**config.mk**
```make
export PLATFORM = sky130hd
export DESIGN_NAME = uart_wb_master
export DESIGN_NICKNAME = d
export VERILOG_FILES = /design/src/rtl/uart_wb_master_pkg.sv /design/src/rtl/uart_wb_master_phy.sv /design/src/rtl/uart_wb_master.sv
export SDC_FILE = /design/constraint.sdc
export NUM_CORES = 1
export LEC_CHECK = 0
export ABC_AREA = 1
export CORE_UTILIZATION = 45
export CTS_BUF_LIST = sky130_fd_sc_hd__clkbuf_8
export DETAILED_ROUTE_END_ITERATION = 10
export GPL_TIMING_DRIVEN = 0
export PLACE_DENSITY = 0.65
export SYNTH_ARGS = -nofsm -noshare
export SYNTH_HDL_FRONTEND = slang
export SYNTH_HIERARCHICAL = 1
export SYNTH_SLANG_ARGS = --single-unit
```
**constraint.sdc**
```tcl
create_clock -name clock -period 5.2 [get_ports clock]
set_clock_uncertainty 0.15 [all_clocks]
set_input_delay 1.04 -clock clock [delete_from_list [all_inputs] [get_ports clock]]
set_output_delay 1.04 -clock clock [all_outputs]
set_load 0.005 [all_outputs]
```
**src/rtl/uart_wb_master_pkg.sv**
```systemverilog
// uart_wb_master shared definitions: command/reply codes, FSM states
// and the baud divider helper.
package uart_wb_master_pkg;

    localparam logic [7:0] CMD_WR  = 8'h57;
    localparam logic [7:0] CMD_RD  = 8'h52;
    localparam logic [7:0] RSP_OK  = 8'h4B;
    localparam logic [7:0] RSP_ERR = 8'h45;
    localparam logic [7:0] RSP_BAD = 8'h3F;
    localparam logic [7:0] RSP_TMO = 8'h54;

    typedef enum logic [2:0] {
        ST_IDLE,
        ST_ADDR,
        ST_DATA,
        ST_BUS,
        ST_REPLY
    } state_e;

    typedef enum logic [1:0] {
        RX_IDLE,
        RX_START,
        RX_DATA,
        RX_STOP
    } rx_state_e;

    function automatic int unsigned calc_div(input int unsigned clk_hz,
                                             input int unsigned baud);
        return clk_hz / baud;
    endfunction

endpackage

```
**src/rtl/uart_wb_master_phy.sv**
```systemverilog
// uart_wb_master serial PHY: 2-flop RX synchronizer + 8N1 deserializer
// with glitch/framing rejection, and 8N1 TX serializer.
module uart_wb_master_phy
    import uart_wb_master_pkg::*;
#(
    parameter int unsigned DIV = 208
) (
    input  logic       clock,
    input  logic       reset,
    input  logic       rx_i,
    output logic       tx_o,
    output logic [7:0] rx_data_o,
    output logic       rx_valid_o,
    input  logic [7:0] tx_data_i,
    input  logic       tx_load_i,
    output logic       tx_ready_o
);

    localparam int unsigned CW = $clog2(DIV + 1);
    localparam logic [CW-1:0] DIV_M1  = CW'(DIV - 1);
    localparam logic [CW-1:0] HALF_M1 = CW'(DIV / 2 - 1);

    logic            sync1_q, sync2_q, prev_q;
    rx_state_e       rx_st_q, rx_st_d;
    logic [CW-1:0]   rx_cnt_q, rx_cnt_d;
    logic [2:0]      rx_bit_q, rx_bit_d;
    logic [7:0]      rx_sh_q, rx_sh_d;
    logic            rx_vld_q, rx_vld_d;

    logic            tx_busy_q, tx_busy_d;
    logic [CW-1:0]   tx_cnt_q, tx_cnt_d;
    logic [3:0]      tx_n_q, tx_n_d;
    logic [9:0]      tx_sh_q, tx_sh_d;

    assign rx_data_o  = rx_sh_q;
    assign rx_valid_o = rx_vld_q;
    assign tx_o       = tx_busy_q ? tx_sh_q[0] : 1'b1;
    assign tx_ready_o = !tx_busy_q;

    // RX deserializer: edge detect, mid-start recheck, mid-bit sampling
    always_comb begin
        rx_st_d  = rx_st_q;
        rx_cnt_d = rx_cnt_q;
        rx_bit_d = rx_bit_q;
        rx_sh_d  = rx_sh_q;
        rx_vld_d = 1'b0;
        unique case (rx_st_q)
            RX_IDLE: begin
                if (prev_q && !sync2_q) begin
                    rx_st_d  = RX_START;
                    rx_cnt_d = '0;
                end
            end
            RX_START: begin
                if (rx_cnt_q == HALF_M1) begin
                    rx_cnt_d = '0;
                    rx_bit_d = '0;
                    rx_st_d  = sync2_q ? RX_IDLE : RX_DATA;
                end else begin
                    rx_cnt_d = rx_cnt_q + 1'b1;
                end
            end
            RX_DATA: begin
                if (rx_cnt_q == DIV_M1) begin
                    rx_cnt_d = '0;
                    rx_sh_d  = {sync2_q, rx_sh_q[7:1]};
                    rx_bit_d = rx_bit_q + 3'd1;
                    if (rx_bit_q == 3'd7) begin
                        rx_st_d = RX_STOP;
                    end
                end else begin
                    rx_cnt_d = rx_cnt_q + 1'b1;
                end
            end
            RX_STOP: begin
                if (rx_cnt_q == DIV_M1) begin
                    rx_vld_d = sync2_q;
                    rx_st_d  = RX_IDLE;
                end else begin
                    rx_cnt_d = rx_cnt_q + 1'b1;
                end
            end
            default: rx_st_d = RX_IDLE;
        endcase
    end

    // TX serializer: start, 8 data LSB first, stop, DIV cycles each
    always_comb begin
        tx_busy_d = tx_busy_q;
        tx_cnt_d  = tx_cnt_q;
        tx_n_d    = tx_n_q;
        tx_sh_d   = tx_sh_q;
        if (!tx_busy_q) begin
            if (tx_load_i) begin
                tx_busy_d = 1'b1;
                tx_sh_d   = {1'b1, tx_data_i, 1'b0};
                tx_cnt_d  = '0;
                tx_n_d    = '0;
            end
        end else if (tx_cnt_q == DIV_M1) begin
            tx_cnt_d = '0;
            tx_sh_d  = {1'b1, tx_sh_q[9:1]};
            tx_n_d   = tx_n_q + 4'd1;
            if (tx_n_q == 4'd9) begin
                tx_busy_d = 1'b0;
            end
        end else begin
            tx_cnt_d = tx_cnt_q + 1'b1;
        end
    end

    // State registers; line side resets to idle-high
    always_ff @(posedge clock or posedge reset) begin
        if (reset) begin
            sync1_q   <= 1'b1;
            sync2_q   <= 1'b1;
            prev_q    <= 1'b1;
            rx_st_q   <= RX_IDLE;
            rx_cnt_q  <= '0;
            rx_bit_q  <= '0;
            rx_sh_q   <= '0;
            rx_vld_q  <= 1'b0;
            tx_busy_q <= 1'b0;
            tx_cnt_q  <= '0;
            tx_n_q    <= '0;
            tx_sh_q   <= '1;
        end else begin
            sync1_q   <= rx_i;
            sync2_q   <= sync1_q;
            prev_q    <= sync2_q;
            rx_st_q   <= rx_st_d;
            rx_cnt_q  <= rx_cnt_d;
            rx_bit_q  <= rx_bit_d;
            rx_sh_q   <= rx_sh_d;
            rx_vld_q  <= rx_vld_d;
            tx_busy_q <= tx_busy_d;
            tx_cnt_q  <= tx_cnt_d;
            tx_n_q    <= tx_n_d;
            tx_sh_q   <= tx_sh_d;
        end
    end

endmodule

```
**src/rtl/uart_wb_master.sv**
```systemverilog
// uart_wb_master: UART command packets -> one Wishbone classic access.
// Optional ack timeout enabled by defining UART_WB_MASTER_TIMEOUT_EN.
module uart_wb_master
    import uart_wb_master_pkg::*;
#(
    parameter int unsigned CLK_FREQ_HZ    = 24000000,
    parameter int unsigned BAUD           = 115200,
    parameter int unsigned TIMEOUT_CYCLES = 1024
) (
    input  logic        clock,
    input  logic        reset,
    input  logic        uart_rx_i,
    output logic        uart_tx_o,
    output logic [31:0] wb_adr_o,
    output logic [31:0] wb_dat_o,
    input  logic [31:0] wb_dat_i,
    output logic [3:0]  wb_sel_o,
    output logic        wb_we_o,
    output logic        wb_cyc_o,
    output logic        wb_stb_o,
    input  logic        wb_ack_i,
    input  logic        wb_err_i,
    output logic        busy_o
);

    localparam int unsigned DIV = calc_div(CLK_FREQ_HZ, BAUD);

    logic [7:0]  rx_data;
    logic        rx_valid;
    logic        tx_ready;
    logic        tx_load;
    logic [7:0]  tx_byte;

    state_e      state_q, state_d;
    logic        is_wr_q, is_wr_d;
    logic [1:0]  cnt_q, cnt_d;
    logic [31:0] adr_q, adr_d;
    logic [31:0] dat_q, dat_d;
    logic        cyc_q, cyc_d;
    logic [31:0] rsp_q, rsp_d;
    logic [2:0]  rsp_n_q, rsp_n_d;

`ifdef UART_WB_MASTER_TIMEOUT_EN
    localparam int unsigned TW = $clog2(TIMEOUT_CYCLES + 1);
    localparam logic [TW-1:0] TMO_M1 = TW'(TIMEOUT_CYCLES - 1);
    logic [TW-1:0] tmo_q, tmo_d;
`else
    logic unused_tmo;
    assign unused_tmo = ^TIMEOUT_CYCLES;
`endif

    uart_wb_master_phy #(
        .DIV (DIV)
    ) u_phy (
        .clock      (clock),
        .reset      (reset),
        .rx_i       (uart_rx_i),
        .tx_o       (uart_tx_o),
        .rx_data_o  (rx_data),
        .rx_valid_o (rx_valid),
        .tx_data_i  (tx_byte),
        .tx_load_i  (tx_load),
        .tx_ready_o (tx_ready)
    );

    assign wb_adr_o = adr_q;
    assign wb_dat_o = dat_q;
    assign wb_cyc_o = cyc_q;
    assign wb_stb_o = cyc_q;
    assign wb_sel_o = {4{cyc_q}};
    assign wb_we_o  = cyc_q & is_wr_q;
    assign busy_o   = (state_q != ST_IDLE) | ~tx_ready;
    assign tx_byte  = rsp_q[31:24];

    // Command FSM: parse packet, run bus cycle, stream reply bytes
    always_comb begin
        state_d = state_q;
        is_wr_d = is_wr_q;
        cnt_d   = cnt_q;
        adr_d   = adr_q;
        dat_d   = dat_q;
        cyc_d   = cyc_q;
        rsp_d   = rsp_q;
        rsp_n_d = rsp_n_q;
        tx_load = 1'b0;
`ifdef UART_WB_MASTER_TIMEOUT_EN
        tmo_d   = tmo_q;
`endif
        unique case (state_q)
            ST_IDLE: begin
                if (rx_valid) begin
                    if (rx_data == CMD_WR || rx_data == CMD_RD) begin
                        state_d = ST_ADDR;
                        cnt_d   = 2'd0;
                        is_wr_d = (rx_data == CMD_WR);
                    end else begin
                        rsp_d   = {RSP_BAD, 24'h0};
                        rsp_n_d = 3'd1;
                        state_d = ST_REPLY;
                    end
                end
            end
            ST_ADDR: begin
                if (rx_valid) begin
                    adr_d = {adr_q[23:0], rx_data};
                    cnt_d = cnt_q + 2'd1;
                    if (cnt_q == 2'd3) begin
                        state_d = is_wr_q ? ST_DATA : ST_BUS;
                    end
                end
            end
            ST_DATA: begin
                if (rx_valid) begin
                    dat_d = {dat_q[23:0], rx_data};
                    cnt_d = cnt_q + 2'd1;
                    if (cnt_q == 2'd3) begin
                        state_d = ST_BUS;
                    end
                end
            end
            ST_BUS: begin
                if (!cyc_q) begin
                    cyc_d = 1'b1;
`ifdef UART_WB_MASTER_TIMEOUT_EN
                    tmo_d = '0;
`endif
                end else if (wb_err_i) begin
                    cyc_d   = 1'b0;
                    rsp_d   = {RSP_ERR, 24'h0};
                    rsp_n_d = 3'd1;
                    state_d = ST_REPLY;
                end else if (wb_ack_i) begin
                    cyc_d   = 1'b0;
                    state_d = ST_REPLY;
                    if (is_wr_q) begin
                        rsp_d   = {RSP_OK, 24'h0};
                        rsp_n_d = 3'd1;
                    end else begin
                        rsp_d   = wb_dat_i;
                        rsp_n_d = 3'd4;
                    end
`ifdef UART_WB_MASTER_TIMEOUT_EN
                end else if (tmo_q == TMO_M1) begin
                    cyc_d   = 1'b0;
                    rsp_d   = {RSP_TMO, 24'h0};
                    rsp_n_d = 3'd1;
                    state_d = ST_REPLY;
                end else begin
                    tmo_d = tmo_q + 1'b1;
`endif
                end
            end
            ST_REPLY: begin
                if (tx_ready) begin
                    tx_load = 1'b1;
                    rsp_d   = {rsp_q[23:0], 8'h00};
                    rsp_n_d = rsp_n_q - 3'd1;
                    if (rsp_n_q == 3'd1) begin
                        state_d = ST_IDLE;
                    end
                end
            end
            default: state_d = ST_IDLE;
        endcase
    end

    // FSM and bus registers
    always_ff @(posedge clock or posedge reset) begin
        if (reset) begin
            state_q <= ST_IDLE;
            is_wr_q <= 1'b0;
            cnt_q   <= '0;
            adr_q   <= '0;
            dat_q   <= '0;
            cyc_q   <= 1'b0;
            rsp_q   <= '0;
            rsp_n_q <= '0;
`ifdef UART_WB_MASTER_TIMEOUT_EN
            tmo_q   <= '0;
`endif
        end else begin
            state_q <= state_d;
            is_wr_q <= is_wr_d;
            cnt_q   <= cnt_d;
            adr_q   <= adr_d;
            dat_q   <= dat_d;
            cyc_q   <= cyc_d;
            rsp_q   <= rsp_d;
            rsp_n_q <= rsp_n_d;
`ifdef UART_WB_MASTER_TIMEOUT_EN
            tmo_q   <= tmo_d;
`endif
        end
    end

endmodule

```
==> results.sh, run 1 <==
export IMPL_outcome="complete, no violations"
export IMPL_synth_seq_area_share=0.534
export IMPL_io_pins=110
export IMPL_dp_final_hpwl_um=11900
export IMPL_power_frac_comb=0.077
export IMPL_hold_viol=0
export IMPL_reg2regPathDepth=7
export IMPL_synth_area_mm2=0.00720
export IMPL_cts_resized=0
export IMPL_tightest_slew_ns=0.501
export IMPL_clk_latency_ns=0.44
export IMPL_synthArstFlopShare=1.00
export IMPL_antenna_found_initial=0
export IMPL_rsz0062_at_grt="no"
export IMPL_ys_warn_count=6
export IMPL_ant_nets=0
export IMPL_routed_via_density=4.89
export IMPL_drt_total_wl_um=16300
export IMPL_relSlewSlack=0.666
export IMPL_clkTransAtPathRegs_ns=0.08
export IMPL_num_nets_final=1022
export IMPL_fp_dieArea_mm2=0.0165
export IMPL_synth_most_common_cell="nand2_1"
export IMPL_gp_congestion=0.804
export IMPL_cts_root_buf="clkbuf_8"
export IMPL_cap_violations=0
export IMPL_leakage_nw=4.48
export IMPL_synth_largest_area_cell="dfrtp_1"
export IMPL_initial_core_util=0.467
export IMPL_end_kind="output pin"
export IMPL_max_freq_mhz=318
export IMPL_synth_seq_cells=153
export IMPL_syn_num_nets=892
export IMPL_dp_cells=1168
export IMPL_dieHeight_um=129
export IMPL_htreeDepth=4
export IMPL_numCtsBuffers=17
export IMPL_grt_overflow=0
export IMPL_path_class="flop to output pin"
export IMPL_diodes=0
export IMPL_grt_max_degree=72
export IMPL_ys_top_cells_by_count="nand2_1, dfrtp_1, o21ai_0"
export IMPL_ys_flop_type="dfrtp_1"
export IMPL_fin_crit_ns=3.14
export IMPL_p_sw_frac=0.241
export IMPL_grt_pass1_vias=5533
export IMPL_clock_sinks=153
export IMPL_setup_viol=0
export IMPL_p_int_mw=1.84
export IMPL_die_w_um=129
export IMPL_synth_top_area_frac=0.490
export IMPL_cp_arrival_ns=1.95
export IMPL_stdcell_count=1199
export IMPL_dp_slack_ns=2.30
export IMPL_synth_edf_count=0
export IMPL_synth_cell_types=42
export IMPL_drt_iter0_drc=409
export IMPL_slew_viol_final=0
export IMPL_required_ns=4.01
export IMPL_rows=45
export IMPL_via_count=5862
export IMPL_clkPwrFrac=0.407
export IMPL_setup_worst_path_start_class="flop"
export IMPL_hold_class="flop to flop"
export IMPL_dr_pass1_iters=4
export IMPL_p_sw_mw=0.584
export IMPL_pwr_share_seq=0.516
export IMPL_grt_first_pass_wirelength_um=27200
export IMPL_grt_usage=0.212
export IMPL_drc_errors=0
export IMPL_core_area_mm2=0.0154
export IMPL_synth_area_leaders="dfrtp_1, nand2_1, o21ai_0"
export IMPL_wire_per_inst_um=13.6
export IMPL_cts_setup_buffers=0
export IMPL_cts_tree="built"
export IMPL_syn_area_per_cell_um2=8.51
export IMPL_ctsHoldBuffers=0
export IMPL_numPortBuffers=109
export IMPL_peakVddDrop_mv=0.250
export IMPL_clk_path_buf_depth=2
export IMPL_drive_gt1_frac=0.131
export IMPL_hold_path_depth=0
export IMPL_min_period_over_period=0.604
export IMPL_fin_ws_ns=2.06
export IMPL_area_delta_synth_final_pct=25.5
export IMPL_powerDensity_mw_per_mm2=268
export IMPL_syn_inst=846
export IMPL_crit_fanout=5
worst paths after layout:
check / from / to / slack [ns]
max in group asynchronous: reset / wb_dat_o[12] / 3.31
setup reg to reg: state_q[1] / rsp_q[30] / 3.06
setup / recovery: state_q[1] / busy_o / 2.06
hold reg to reg: u_phy/sync1_q / u_phy/sync2_q / 0.21
min in group asynchronous: reset / u_phy/rx_cnt_q[4] / 0.78
hold / removal: u_phy/sync1_q / u_phy/sync2_q / 0.21
state kept, by name, summed over array words and instances, names as in the netlist, 2 cells and up, named ones only:
signal / cells
rsp_q: 32
wb_adr_o: 32
wb_dat_o: 32
u_phy/tx_sh_q: 9
u_phy/rx_cnt_q: 8
u_phy/rx_data_o: 8
u_phy/tx_cnt_q: 8
u_phy/tx_n_q: 4
rsp_n_q: 3
state_q: 3
u_phy/rx_bit_q: 3
cnt_q: 2
logic make-up after synthesis:
group,count (synthesis),synth area share
flops,153,0.534
simple gates,465,0.284
mux,8,0.0125
buf+inv,103,0.0710
compound gates,101,0.0750
fa+ha+maj,9,0.0156
xor+xnor,7,0.00851
layout make-up:
class                      count  area, um2
fill                        1465       6380
buffer                        36        255
clock inverter                12        173
sequential                   153       3840
clock buffer                  19        262
tap                          211        264
multi-input combinational    590       2850
inverter                      67        259
timing repair buffer         111       1140
per-stage QoR:
step,hold WS [ns],utilization,total power [mW],setup TNS [ns],area (um2)
floorplan,0.195,-,1.40,0,7200
global placement,0.196,0.555,1.45,-55.91,8560
detailed placement,0.197,0.558,1.46,0,8610
CTS,0.208,0.586,2.46,0,9040
global route,0.218,0.586,2.54,0,9040
finish,0.208,0.586,2.43,0,9040
worst max-delay path, stage by stage (launching register included):
cell and delay, ns:
dfrtp_1 0.44, inv_1 0.13, nand2_1 0.10, nor2_2 0.27, nand2_1 0.10, clkdlybuf4s50_1 0.46
per-layer routing:
metal	part of all wire	track usage	wire, um	vias to the layer above
li1	-	-	-	2950
met1	0.48	0.293	7910	2782
met2	0.47	0.337	7610	120
met3	0.042	0.0441	693	10
met4	0.0067	0.0616	110	0
met5	0	0	0	-
power by group through the flow:
stage	registers, mW	logic (mW)	clock network [mW]
final	1.25	0.187	0.986
after global routing	1.26	0.219	1.06
after CTS	1.25	0.189	1.02
after detailed placement	1.27	0.188	0
after global placement	1.27	0.180	0
after floorplan	1.27	0.128	0
cells in the final DEF (no fill, tap or decap), types with 2 or more instances in the layout:
cell type and instances:
dfstp_2 12, inv_1 59, a22o_1 2, clkbuf_8 19, bufinv_16 4, a21oi_1 21
xor2_1 6, nand2_4 4, clkdlybuf4s50_1 109, inv_6 2, nand3b_1 8, o22ai_1 2
nand2_2 5, inv_2 6, or2_2 9, o21ai_0 67, nor2_1 49, nand2_1 309
dfrtp_1 141, buf_4 12, nor2_4 4, nand3_2 2, nand4_1 6, clkinv_2 3
buf_2 12, buf_6 8, inv_4 3, o21ai_1 2, nor2_2 4, clkbuf_1 4
ha_1 9, nand3_4 2, nand3_1 58, mux2_2 8
Note: power is estimated with default switching activity, not from simulation.
==> run 2: changes to the inputs <==
- clock period: 5.2 -> 3.1 ns (I/O delays scaled with it)
==> results.sh, run 2 (synthesis results as in run 1) <==
export IMPL_num_nets_final=1024
export IMPL_leakage_nw=4.48
export IMPL_powerDensity_mw_per_mm2=431
export IMPL_core_area_mm2=0.0154
export IMPL_relSlewSlack=0.670
export IMPL_stdcell_count=1202
export IMPL_cpPeakStageDelay_ns=0.46
export IMPL_end_kind="output pin"
export IMPL_cp_common_cell="nand2_1"
export IMPL_crit_buf_inv=2
export IMPL_io_pins=110
export IMPL_fin_ws_ns=0.383
export IMPL_multi_input_comb_area_mm2=0.00285
export IMPL_busiest_layer="met2"
export IMPL_cts_root_buf="clkbuf_8"
export IMPL_numCtsBuffers=17
export IMPL_slew_viol_final=0
export IMPL_max_freq_mhz=368
export IMPL_outcome="complete, no violations"
export IMPL_numPortBuffers=109
export IMPL_fin_crit_ns=2.72
export IMPL_routed_via_density=4.85
export IMPL_grt_first_pass_wirelength_um=27400
export IMPL_grt_util_met2=0.328
export IMPL_initial_core_util=0.467
export IMPL_rsz0062_at_grt="no"
export IMPL_cp_arrival_ns=1.95
export IMPL_hold_viol=0
export IMPL_required_ns=2.33
export IMPL_grt_pass1_vias=5516
export IMPL_clk_latency_ns=0.44
export IMPL_hp_start="u_phy/sync1_q"
export IMPL_path_cells="inv_1 > nand2_1 > nor2_2 > nand2_1 > clkdlybuf4s50_1"
export IMPL_path_class="flop to output pin"
export IMPL_dp_slack_ns=0.596
export IMPL_grt_use_met3=0.0445
export IMPL_cap_violations=0
export IMPL_use_met1=0.306
export IMPL_crit_slowest_cell="clkdlybuf4s50_1"
export IMPL_r2r_start="state_q[1]"
export IMPL_antenna_found_initial=0
export IMPL_htreeDepth=4
export IMPL_grt_usage=0.213
export IMPL_setup_viol=0
export IMPL_wire_per_inst_um=13.4
export IMPL_rows=45
export IMPL_utilization=0.586
export IMPL_setup_worst_path_start_class="flop"
export IMPL_critPathTopFamily="buffers and inverters"
export IMPL_clkTransAtPathRegs_ns=0.08
export IMPL_seq_area_mm2=0.00384
export IMPL_cts_resized=0
export IMPL_crit_fanout=5
export IMPL_min_period_over_period=0.877
export IMPL_grt_overflow=0
export IMPL_area_delta_synth_final_pct=25.4
export IMPL_gp_congestion=0.812
export IMPL_grt_max_degree=40
export IMPL_startpoint="state_q[1]"
export IMPL_peakVddDrop_mv=0.406
export IMPL_diodes=0
export IMPL_cts_tree="built"
export IMPL_drc_errors=0
export IMPL_dieHeight_um=129
export IMPL_drt_total_wl_um=16100
export IMPL_dr_pass1_iters=5
export IMPL_fillers=1459
export IMPL_fp_dieArea_mm2=0.0165
export IMPL_dp_cells=1170
export IMPL_cts_setup_buffers=0
export IMPL_fin_setup_tns_ns=0
export IMPL_hold_class="flop to flop"
export IMPL_die_w_um=129
export IMPL_clk_path_buf_depth=2
export IMPL_dp_final_hpwl_um=11800
export IMPL_layout_common_cells="nand2_1, dfrtp_1, clkdlybuf4s50_1"
export IMPL_drt_iter0_drc=387
export IMPL_tightest_slew_ns=0.494
export IMPL_drive_gt1_frac=0.132
export IMPL_via_count=5832
export IMPL_worst_hold_slack_ns=0.199
export IMPL_clock_sinks=153
export IMPL_ant_nets=0
export IMPL_mostFrequentLayoutCell="nand2_1"
export IMPL_ctsHoldBuffers=0
-- run 2: changes by cell type in the layout (fill, tap and decap cells not counted), sizes merged --
cell | previous run | this run
clkinvlp | 1 | 2
bufinv | 4 | 2
inv | 70 | 68
clkinv | 4 | 8
buf | 34 | 36
-- run 2: final cells by class --
cell class | count | area share
sequential | 153 | 0.425
multi-input combinational | 590 | 0.315
timing repair buffer | 113 | 0.130
tap | 211 | 0.0292
clock buffer | 19 | 0.0289
inverter | 67 | 0.0288
buffer | 36 | 0.0283
clock inverter | 13 | 0.0144
-- run 2: routing by layer --
layer | part of all wire | vias to the layer above
met3 | 0.044 | 7
li1 | - | 2950
met4 | 0.0062 | 0
met1 | 0.48 | 2742
met5 | 0 | -
met2 | 0.47 | 133
-- run 2: final timing paths --
kind	depth (start not counted)	slack, ns	endpoint
worst min register to register	0	0.20	u_phy/sync2_q
worst max register to register	7	0.98	rsp_q[30]
worst min-delay path	0	0.20	u_phy/sync2_q
min in group asynchronous	2	0.34	u_phy/rx_cnt_q[4]
worst max-delay path	5	0.38	busy_o
max in group asynchronous	5	1.55	wb_adr_o[31]
-- run 2: per-stage QoR --
step / power [mW] / instance area [um2]
after global routing: 4.08 / 9030
after floorplan: 2.34 / 7210
after detailed placement: 2.45 / 8640
final: 3.90 / 9030
after global placement: 2.44 / 8560
after CTS: 3.95 / 9030
-- run 2: where the power goes --
part	switching, mW	internal [mW]	leakage, nW	total, mW
Sequential	0.0499	2.05	2.03	2.10
Clock	0.731	0.751	0.208	1.48
Combinational	0.185	0.129	2.23	0.314
Total	0.966	2.93	4.48	3.90
